<file path="config.mk">
export PLATFORM = sky130hd
export DESIGN_NAME = dqs_burst_sequencer
export DESIGN_NICKNAME = d
export VERILOG_FILES = /design/src/rtl/ddr_phy_pkg.sv /design/src/rtl/dqs_burst_sequencer_edge_counter.sv /design/src/rtl/dqs_burst_sequencer.sv
export SDC_FILE = /design/constraint.sdc
export NUM_CORES = 1
export LEC_CHECK = 0
export CAP_MARGIN = 10
export CORE_ASPECT_RATIO = 1.75
export CORE_UTILIZATION = 40
export CTS_BUF_LIST = sky130_fd_sc_hd__clkbuf_4 sky130_fd_sc_hd__clkbuf_8 sky130_fd_sc_hd__clkbuf_16
export DETAILED_ROUTE_END_ITERATION = 7
export PLACE_DENSITY_LB_ADDON = 0.2
export SYNTH_ARGS = -nofsm -noshare
export SYNTH_HDL_FRONTEND = slang
export SYNTH_SLANG_ARGS = --single-unit
</file>
<file path="constraint.sdc">
create_clock -name clk -period 2.13 [get_ports clk]
set_input_delay 0.426 -clock clk [delete_from_list [all_inputs] [get_ports clk]]
set_output_delay 0.426 -clock clk [all_outputs]
set_load 0.02 [all_outputs]
</file>
<file path="src/rtl/ddr_phy_pkg.sv">
// Shared definitions for the DDR PHY byte-lane control blocks.
package ddr_phy_pkg;

    // Sequencer states for dqs_burst_sequencer.
    typedef enum logic [2:0] {
        ST_IDLE   = 3'd0,
        ST_WPRE   = 3'd1,
        ST_WBURST = 3'd2,
        ST_WPOST  = 3'd3,
        ST_RLAT   = 3'd4,
        ST_RWIN   = 3'd5,
        ST_TURN   = 3'd6
    } dqs_state_e;

    // Default DQS timing in clk cycles (one clk = one DQS half-period).
    localparam int DQS_PRE_CYCLES  = 2;
    localparam int DQS_POST_CYCLES = 1;
    localparam int DQS_TURN_CYCLES = 2;

    // True for the states in which this lane owns the DQS pad.
    function automatic logic dqs_drives_pad(input dqs_state_e s);
        return (s == ST_WPRE) || (s == ST_WBURST) || (s == ST_WPOST);
    endfunction

endpackage

</file>
<file path="src/rtl/dqs_burst_sequencer_edge_counter.sv">
// Counts rising edges of the returned DQS strobe during a read capture
// window and compares the count against the expected N+1 edges.
module dqs_edge_counter #(
    parameter int LEN_WIDTH = 4
) (
    input  logic                 clk,
    input  logic                 rst_n,
    input  logic                 clear_i,
    input  logic                 en_i,
    input  logic                 dqs_i,
    input  logic [LEN_WIDTH-1:0] len_i,
    output logic                 mismatch_o
);

    localparam int CW = LEN_WIDTH + 1;

    logic          prev_q, prev_d;
    logic [CW-1:0] cnt_q, cnt_d;
    logic [CW-1:0] target;
    logic          rise;

    assign rise   = en_i && dqs_i && !prev_q;
    assign target = CW'(len_i) + CW'(1);

    // Next sample/count: clear wins so a strobe already high on window
    // entry is seen as an edge; the count saturates instead of wrapping.
    always_comb begin
        prev_d = prev_q;
        cnt_d  = cnt_q;
        if (clear_i) begin
            prev_d = 1'b0;
            cnt_d  = '0;
        end else if (en_i) begin
            prev_d = dqs_i;
            if (rise && (cnt_q != {CW{1'b1}})) begin
                cnt_d = cnt_q + CW'(1);
            end
        end
    end

    // The verdict includes the edge seen in the current (last) window cycle.
    assign mismatch_o = (cnt_d != target);

    // Sample and count registers.
    always_ff @(posedge clk or negedge rst_n) begin
        if (!rst_n) begin
            prev_q <= 1'b0;
            cnt_q  <= '0;
        end else begin
            prev_q <= prev_d;
            cnt_q  <= cnt_d;
        end
    end

endmodule

</file>
<file path="src/rtl/dqs_burst_sequencer.sv">
// DQS burst sequencer for one byte lane: drives write preamble, toggling
// strobe and postamble; for reads releases the pad, waits the latency,
// opens the capture window and checks the received edge count.
//
// state     | meaning
// ----------+-----------------------------------------------------------
// ST_IDLE   | pad released, waiting for wr_start/rd_start
// ST_WPRE   | write preamble, pad driven low
// ST_WBURST | write strobe toggling 1,0,1,0...
// ST_WPOST  | write postamble, pad driven low
// ST_RLAT   | read latency countdown, pad released
// ST_RWIN   | read capture window open, counting received edges
// ST_TURN   | bus turnaround, pad released
//
// The done cycle itself is released and idle, so it serves as the last
// turnaround cycle: ST_TURN occupies TURN_CYCLES-1 cycles, and with
// TURN_CYCLES of 0 or 1 the burst ends straight into IDLE.
module dqs_burst_sequencer
    import ddr_phy_pkg::*;
#(
    parameter int PRE_CYCLES  = DQS_PRE_CYCLES,
    parameter int POST_CYCLES = DQS_POST_CYCLES,
    parameter int TURN_CYCLES = DQS_TURN_CYCLES,
    parameter int LEN_WIDTH   = 4,
    parameter int LAT_WIDTH   = 4
) (
    input  logic                 clk,
    input  logic                 rst_n,
    input  logic                 wr_start_i,
    input  logic                 rd_start_i,
    input  logic [LEN_WIDTH-1:0] burst_len_i,
    input  logic [LAT_WIDTH-1:0] rd_lat_i,
    output logic                 dqs_data_o,
    output logic                 dqs_tri_o,
    input  logic                 dqs_received_i,
    output logic                 rd_window_o,
    output logic                 busy_o,
    output logic                 done_o,
    output logic                 reject_o,
    output logic                 rd_err_o
);

    localparam int CNT_W_RAW = (LEN_WIDTH + 1 > LAT_WIDTH) ? LEN_WIDTH + 1 : LAT_WIDTH;
    localparam int CNT_W     = (CNT_W_RAW > 4) ? CNT_W_RAW : 4;

    localparam logic [CNT_W-1:0] PRE_LOAD  = CNT_W'(PRE_CYCLES - 1);
    localparam logic [CNT_W-1:0] POST_LOAD = CNT_W'(POST_CYCLES - 1);
    localparam logic [CNT_W-1:0] TURN_LOAD = (TURN_CYCLES > 1) ? CNT_W'(TURN_CYCLES - 2) : '0;
    localparam bit               TURN_SKIP = (TURN_CYCLES <= 1);

    dqs_state_e           state_q, state_d;
    logic [CNT_W-1:0]     cnt_q, cnt_d;
    logic [LEN_WIDTH-1:0] len_q, len_d;
    logic                 err_q, err_d;

    logic                 tri_q, tri_d;
    logic                 data_q, data_d;
    logic                 win_q, win_d;
    logic                 busy_q, busy_d;
    logic                 done_q, done_d;
    logic                 reject_q, reject_d;
    logic                 rd_err_q, rd_err_d;

    logic                 tc;
    logic [CNT_W-1:0]     burst_load;
    logic                 edge_clear;
    logic                 edge_en;
    logic                 edge_mismatch;

    assign tc         = (cnt_q == '0);
    assign burst_load = CNT_W'({len_q, 1'b1});
    assign edge_clear = (state_d == ST_RWIN) && (state_q != ST_RWIN);
    assign edge_en    = (state_q == ST_RWIN);

    dqs_edge_counter #(
        .LEN_WIDTH (LEN_WIDTH)
    ) u_edge_counter (
        .clk        (clk),
        .rst_n      (rst_n),
        .clear_i    (edge_clear),
        .en_i       (edge_en),
        .dqs_i      (dqs_received_i),
        .len_i      (len_q),
        .mismatch_o (edge_mismatch)
    );

    // Next-state, down-counter and latched burst parameters.
    always_comb begin
        state_d = state_q;
        cnt_d   = tc ? cnt_q : (cnt_q - CNT_W'(1));
        len_d   = len_q;
        err_d   = err_q;
        unique case (state_q)
            ST_IDLE: begin
                cnt_d = cnt_q;
                if (wr_start_i) begin
                    state_d = ST_WPRE;
                    cnt_d   = PRE_LOAD;
                    len_d   = burst_len_i;
                    err_d   = 1'b0;
                end else if (rd_start_i) begin
                    len_d = burst_len_i;
                    err_d = 1'b0;
                    if (rd_lat_i == '0) begin
                        state_d = ST_RWIN;
                        cnt_d   = CNT_W'({burst_len_i, 1'b1});
                    end else begin
                        state_d = ST_RLAT;
                        cnt_d   = CNT_W'(rd_lat_i) - CNT_W'(1);
                    end
                end
            end
            ST_WPRE: begin
                if (tc) begin
                    state_d = ST_WBURST;
                    cnt_d   = burst_load;
                end
            end
            ST_WBURST: begin
                if (tc) begin
                    state_d = ST_WPOST;
                    cnt_d   = POST_LOAD;
                end
            end
            ST_WPOST: begin
                if (tc) begin
                    state_d = TURN_SKIP ? ST_IDLE : ST_TURN;
                    cnt_d   = TURN_LOAD;
                end
            end
            ST_RLAT: begin
                if (tc) begin
                    state_d = ST_RWIN;
                    cnt_d   = burst_load;
                end
            end
            ST_RWIN: begin
                if (tc) begin
                    err_d   = edge_mismatch;
                    state_d = TURN_SKIP ? ST_IDLE : ST_TURN;
                    cnt_d   = TURN_LOAD;
                end
            end
            ST_TURN: begin
                if (tc) begin
                    state_d = ST_IDLE;
                end
            end
            default: begin
                state_d = ST_IDLE;
                cnt_d   = '0;
            end
        endcase
    end

    // Output values for the coming cycle, derived from the next state so
    // the registered outputs line up with the state they describe.
    always_comb begin
        tri_d    = !dqs_drives_pad(state_d);
        data_d   = (state_d == ST_WBURST) && cnt_d[0];
        win_d    = (state_d == ST_RWIN);
        busy_d   = (state_d != ST_IDLE);
        done_d   = (state_q != ST_IDLE) && (state_d == ST_IDLE);
        rd_err_d = done_d && err_d;
        reject_d = ((wr_start_i || rd_start_i) && (state_q != ST_IDLE)) ||
                   ((state_q == ST_IDLE) && wr_start_i && rd_start_i);
    end

    // State, counter and burst-parameter registers.
    always_ff @(posedge clk or negedge rst_n) begin
        if (!rst_n) begin
            state_q <= ST_IDLE;
            cnt_q   <= '0;
            len_q   <= '0;
            err_q   <= 1'b0;
        end else begin
            state_q <= state_d;
            cnt_q   <= cnt_d;
            len_q   <= len_d;
            err_q   <= err_d;
        end
    end

    // Output registers; reset releases the pad asynchronously.
    always_ff @(posedge clk or negedge rst_n) begin
        if (!rst_n) begin
            tri_q    <= 1'b1;
            data_q   <= 1'b0;
            win_q    <= 1'b0;
            busy_q   <= 1'b0;
            done_q   <= 1'b0;
            reject_q <= 1'b0;
            rd_err_q <= 1'b0;
        end else begin
            tri_q    <= tri_d;
            data_q   <= data_d;
            win_q    <= win_d;
            busy_q   <= busy_d;
            done_q   <= done_d;
            reject_q <= reject_d;
            rd_err_q <= rd_err_d;
        end
    end

    assign dqs_tri_o   = tri_q;
    assign dqs_data_o  = data_q;
    assign rd_window_o = win_q;
    assign busy_o      = busy_q;
    assign done_o      = done_q;
    assign reject_o    = reject_q;
    assign rd_err_o    = rd_err_q;

endmodule
</file>
== Yosys cells after proc, flatten, opt, wreduce, memory -nomap -nowiden ==
Cells that the tools add are included.
Storage, ports and cells
  bits in registers: 26
  logic and storage cells: 87
  output and inout bits: 7
  input bits: 13
Cells by class
  multiplexer cells: 27
  reductions and logical operators: 28
  add/sub/neg operators: 4
  eq/ne operators: 14
Operators by type and width (number)
  $mux W5: 9
  $mux W3: 7
  $pmux W5 S4: 1
  $pmux W3 S6: 1
  $eq A3 B2 Y1 const B: 4
  $eq A3 B3 Y1 const B: 4
  $logic_and A1 B1 Y1: 10
  $mux W4: 2
  $eq A3 B1 Y1 const B: 2
  $logic_not A3 Y1: 2
  $mux W1: 6
  $ne A3 B3 Y1 const B: 2
  $reduce_bool A3 Y1: 2
  $add A4 B1 Y5 const B: 1
  $add A5 B1 Y5 const B: 1
  $logic_not A5 Y1: 1
  $ne A5 B5 Y1: 1
  $ne A5 B5 Y1 const B: 1
  $sub A4 B1 Y5 const B: 1
  $sub A5 B1 Y5 const B: 1
  $logic_not A4 Y1: 1
  $logic_or A1 B1 Y1: 4
  $reduce_bool A2 Y1: 2
  $reduce_or A2 Y1: 2
  4 further kinds: 5

== Depth between registers and ports, before layout ==
  word-level depth: 12
  mapped depth: 11
  depth with buffers taken out: 11

== Hierarchy ==
From an unflattened synthesis, not the netlist that was laid out.
Unflattened totals
  cells, all modules: 171
  area total of the unflattened synthesis: 1702.9 um^2
Modules (own cells, without submodules)
  dqs_burst_sequencer: times used 1, sequential area each 501.7 um^2, cells an instance 129, area an instance 1261.2 um^2
  dqs_edge_counter: times used 1, sequential area each 150.1 um^2, cells an instance 42, area an instance 441.7 um^2

== Least setup slack after synthesis ==
OpenSTA, ideal clock, no wires.
  path kind: register to register
  start point: reg u_edge_counter.cnt_q[0]
  end point: reg err_q
  slack: -36 ps
  cell stages (with the launch flop): 10
  buffers on the path: 0
  required time: 2062 ps
  period minus slack after synthesis: 2166 ps
  arrival time: 2097 ps
  setup time: 68 ps
  cells stage by stage: dfrtp_1 -> ha_1 -> and3_1 -> ha_1 -> or2_2 -> o21ai_0 -> a22oi_1 -> a41o_1 -> a311o_1 -> nand3_1
On the way
  cells in the longest elaborated chain, start to end: 8
  elaborated cells on any way between the ends: 9
  classes of those cells: 1 x add/sub; 2 x eq/ne; 5 x mux; 1 x reduce/logical
RTL lines
  start, declared: RTL line dqs_burst_sequencer_edge_counter.sv:18  | logic [CW-1:0] cnt_q, cnt_d;
  start signal, assigned: RTL line dqs_burst_sequencer_edge_counter.sv:51  | cnt_q <= cnt_d;
  parallel branches: the longest is 2 deep, another holds $add A5 B1 Y5
  $mux W5 (*): RTL line dqs_burst_sequencer_edge_counter.sv:35  | if (rise && (cnt_q != {CW{1'b1}})) begin
  $mux W5 (*): RTL line dqs_burst_sequencer_edge_counter.sv:33  | end else if (en_i) begin
  $mux W5 (*): RTL line dqs_burst_sequencer_edge_counter.sv:30  | if (clear_i) begin
  net u_edge_counter.cnt_d[4]: RTL line dqs_burst_sequencer_edge_counter.sv:18
  $ne A5 B5 Y1 (*): RTL line dqs_burst_sequencer_edge_counter.sv:42  | assign mismatch_o = (cnt_d != target);
  $mux W1 (*): RTL line dqs_burst_sequencer.sv:138  | if (tc) begin
  $pmux W1 S2 (*): RTL line dqs_burst_sequencer.sv:93  | unique case (state_q)
  net err_d: RTL line dqs_burst_sequencer.sv:54  | logic err_q, err_d;
  end signal, assigned: RTL line dqs_burst_sequencer.sv:180  | err_q <= err_d;
  end, declared: RTL line dqs_burst_sequencer.sv:54
Mark *: on every way through the listed nets, which the timed path passes.
A chain may end at the register's enable or synchronous reset.

== Worst setup path in the final report ==
Same ends and word-level chain as after synthesis.

==> impl_metrics.ini <==
[finish]
mostFrequentLayoutCell = buf_4
instances_no_fill = 300
multi_input_area_mm2 = 0.00112
fin_area_mm2 = 0.00239
syn_to_final_growth_pct = 30.8
nets = 271
nFillCells = 412
drive_above_1_share_pct = 25.7
mostFrequentLayoutCells = buf_4, nor2_1, dfrtp_1
insertedDiodeCount = 0
regArea_um2 = 652

[yosys]
syn_area_per_cell_um2 = 9.05
synth_cells = 202
ys_seq_elements = 26
synth_edf_count = 0
syn_nets = 223
async_reset_ff_share_pct = 100
ys_seq_area_share_pct = 35.7
synthFlopType = dfrtp_1
yosysWarnings = 0
synth_area_mm2 = 0.00183
yosysUniqueCellTypes = 50

[die]
coreArea_mm2 = 0.00440
initial_core_util_pct = 41.5
num_rows = 32
io_pins = 20
die_area_mm2 = 0.00485
die_x_um = 53.1
die-height_um = 91.4

[place]
place_inst = 292
post_dp_cell_area_mm2 = 0.00223
io_buffers = 19
gp_congestion = 0.813
hpwlAfterDp_um = 3510
pre_cts_ws_ns = -0.322

[timing]
rsz0062_at_grt = yes
setup_slack_ns = 0.0601
slew_headroom_pct = 72.8
fmax_mhz = 483
hold_viol = 0
post-route-period-util_pct = 97.2
slew_violations = 0
tightest_slew_ns = 0.404
setup_viol = 0
fin_setup_tns_ns = 0
fin_skew_ns = 0.00375
finalCriticalPeriod_ns = 2.07

[setup_path]
arrival_ns = 2.28
end_kind = register
critPathRequiredTime_ns = 2.34
path_cells = ha_2 > and3_4 > ha_4 > or2_4 > o21ai_4 > a22oi_2 > a41o_1 > a311o_1 > nand3_1
critPathLaunchType = register
crit_type = reg2reg
cp-startpoint = u_edge_counter.cnt_q[0]
max_stage_delay_ns = 0.42
cp_max_fo = 3
cpMaxStageDelayCell = dfrtp_1
crit_buf_inv = 0
r2r-start = u_edge_counter.cnt_q[0]
cp_top_family = compound AO/OA/AOI/OAI gates

[grt]
grt.overflow.total = 0
grt.total_usage_pct = 20.4
grt_pass1_vias = 1661
grt_pass1_wl_um = 7290
antenna_found_initial = 0
grt_start_max_net_pins = 27

[clocking]
root_buffer = clkbuf_8
clock_latency_ns = 0.27
cts_made_buffers = 3
h-tree-depth = 1
postCtsHoldBufs = 0
clockBufferDepth = 2
tritoncts = yes
path_clk_slew_ns = 0.09
cts_sinks = 26

[detailed_routing]
drc = 0
vias_per_cell = 5.51
ant_nets = 0
wl_per_cell_um = 15.2
vias = 1652
drt-pass1-iter-count = 5
drt_iter0_markers = 37
drt_wl_total_um = 4550

[pwr]
leakagePower_nw = 1.08
peakVddDrop_uv = 673
power_density_mw_per_mm2 = 1350

[outcome]
outcome = finished, final reports clean

[worst_hold_path]
hp-class = in2async

[run]
max-cap-violations = 0
stage by stage:
stage | utilization [%] | hold slack (ns) | total power, W
4_1_cts | 52.3 | 0.535 | 0.00312
2_1_floorplan | - | 0.130 | 0.00215
5_1_grt | 54.3 | 0.539 | 0.00351
3_3_place_gp | 50.7 | 0.566 | 0.00275
6_report | 54.3 | 0.525 | 0.00323
3_5_place_dp | 50.7 | 0.574 | 0.00277
what timing repair did:
item	4_1_cts	5_1_grt
pin swaps	3	5
hold endpoints to repair	0	0
buffers inserted	0	4
gates resized for setup	5	15
setup endpoints to repair	1	4
metal layers:
layer  GRT usage (%)  routed length (µm)
met1            22.3                1660
met2            38.0                2580
met3            1.01                 122
met4            8.99                 183
met5               0                   0
where the power goes:
part	internal (W)	switching, W
Sequential	0.000694	0.000226
Combinational	0.00100	0.000987
Clock	0.000165	0.000155
cell families after synthesis:
family | synth area share, %
AOI/OAI and AO/OA | 20.9
xor gates and xnor gates | 3.35
adders and majority gates | 6.02
buffers and inverters | 6.23
DFF | 35.7
muxes | 6.23
and+or+nand+nor | 21.6
worst register-to-register path: stages, from the launching register on:
cell and delay [ns]:
dfrtp_1 0.42, ha_2 0.20, and3_4 0.18, ha_4 0.15, or2_4 0.25, o21ai_4 0.15
a22oi_2 0.09, a41o_1 0.25, a311o_1 0.26, nand3_1 0.06
final timing paths:
kind / end / slack [ns] / cells after the start
setup / recovery: err_q / 0.06 / 9
max in group asynchronous: dqs_tri_o / 1.31 / 2
hold reg to reg: rd_window_o / 0.58 / 1
min in group clk: rd_window_o / 0.58 / 1
setup reg to reg: err_q / 0.06 / 9
hold / removal: u_edge_counter.cnt_q[3] / 0.53 / 2
synthesized netlist by cell type, drive strengths merged (2+ instances only):
cell type	n	share of area, %
nor2b	4	1.4
a31oi	5	1.7
or2	4	1.4
a211oi	2	0.82
and2	2	0.82
nand3	6	1.6
a21o	2	0.82
buf	6	2.9
nand2	13	2.7
nor2	25	5.1
nor3b	3	1.2
clkbuf	3	0.62
o21ai	15	4.1
o31a	3	1.4
o22ai	2	0.68
a21oi	8	2.2
nor3	5	1.4
ha	8	5.5
xor2	2	0.96
dfrtp	25	34
xnor2	5	2.4
nand2b	2	0.68
mux2	3	1.8
mux2i	8	4.4
a22oi	3	1.2
a311o	2	1.1
o31ai	4	1.6
inv	13	2.7
layout make-up:
class | instances | area share [%]
clock buffers | 4 | 2.30
repair buffers | 52 | 18.7
inverters | 13 | 2.04
flip-flops and latches | 26 | 27.3
well taps | 51 | 2.67
multi-input cells | 154 | 47.0
sequential cells by signal, indices dropped and copies added, names as in the netlist, 3 cells and up:
register              cells
u_edge_counter.cnt_q      5
len_q                     4
state_q                   3
cnt_q                     5
Power figures use the tool's default switching activity.
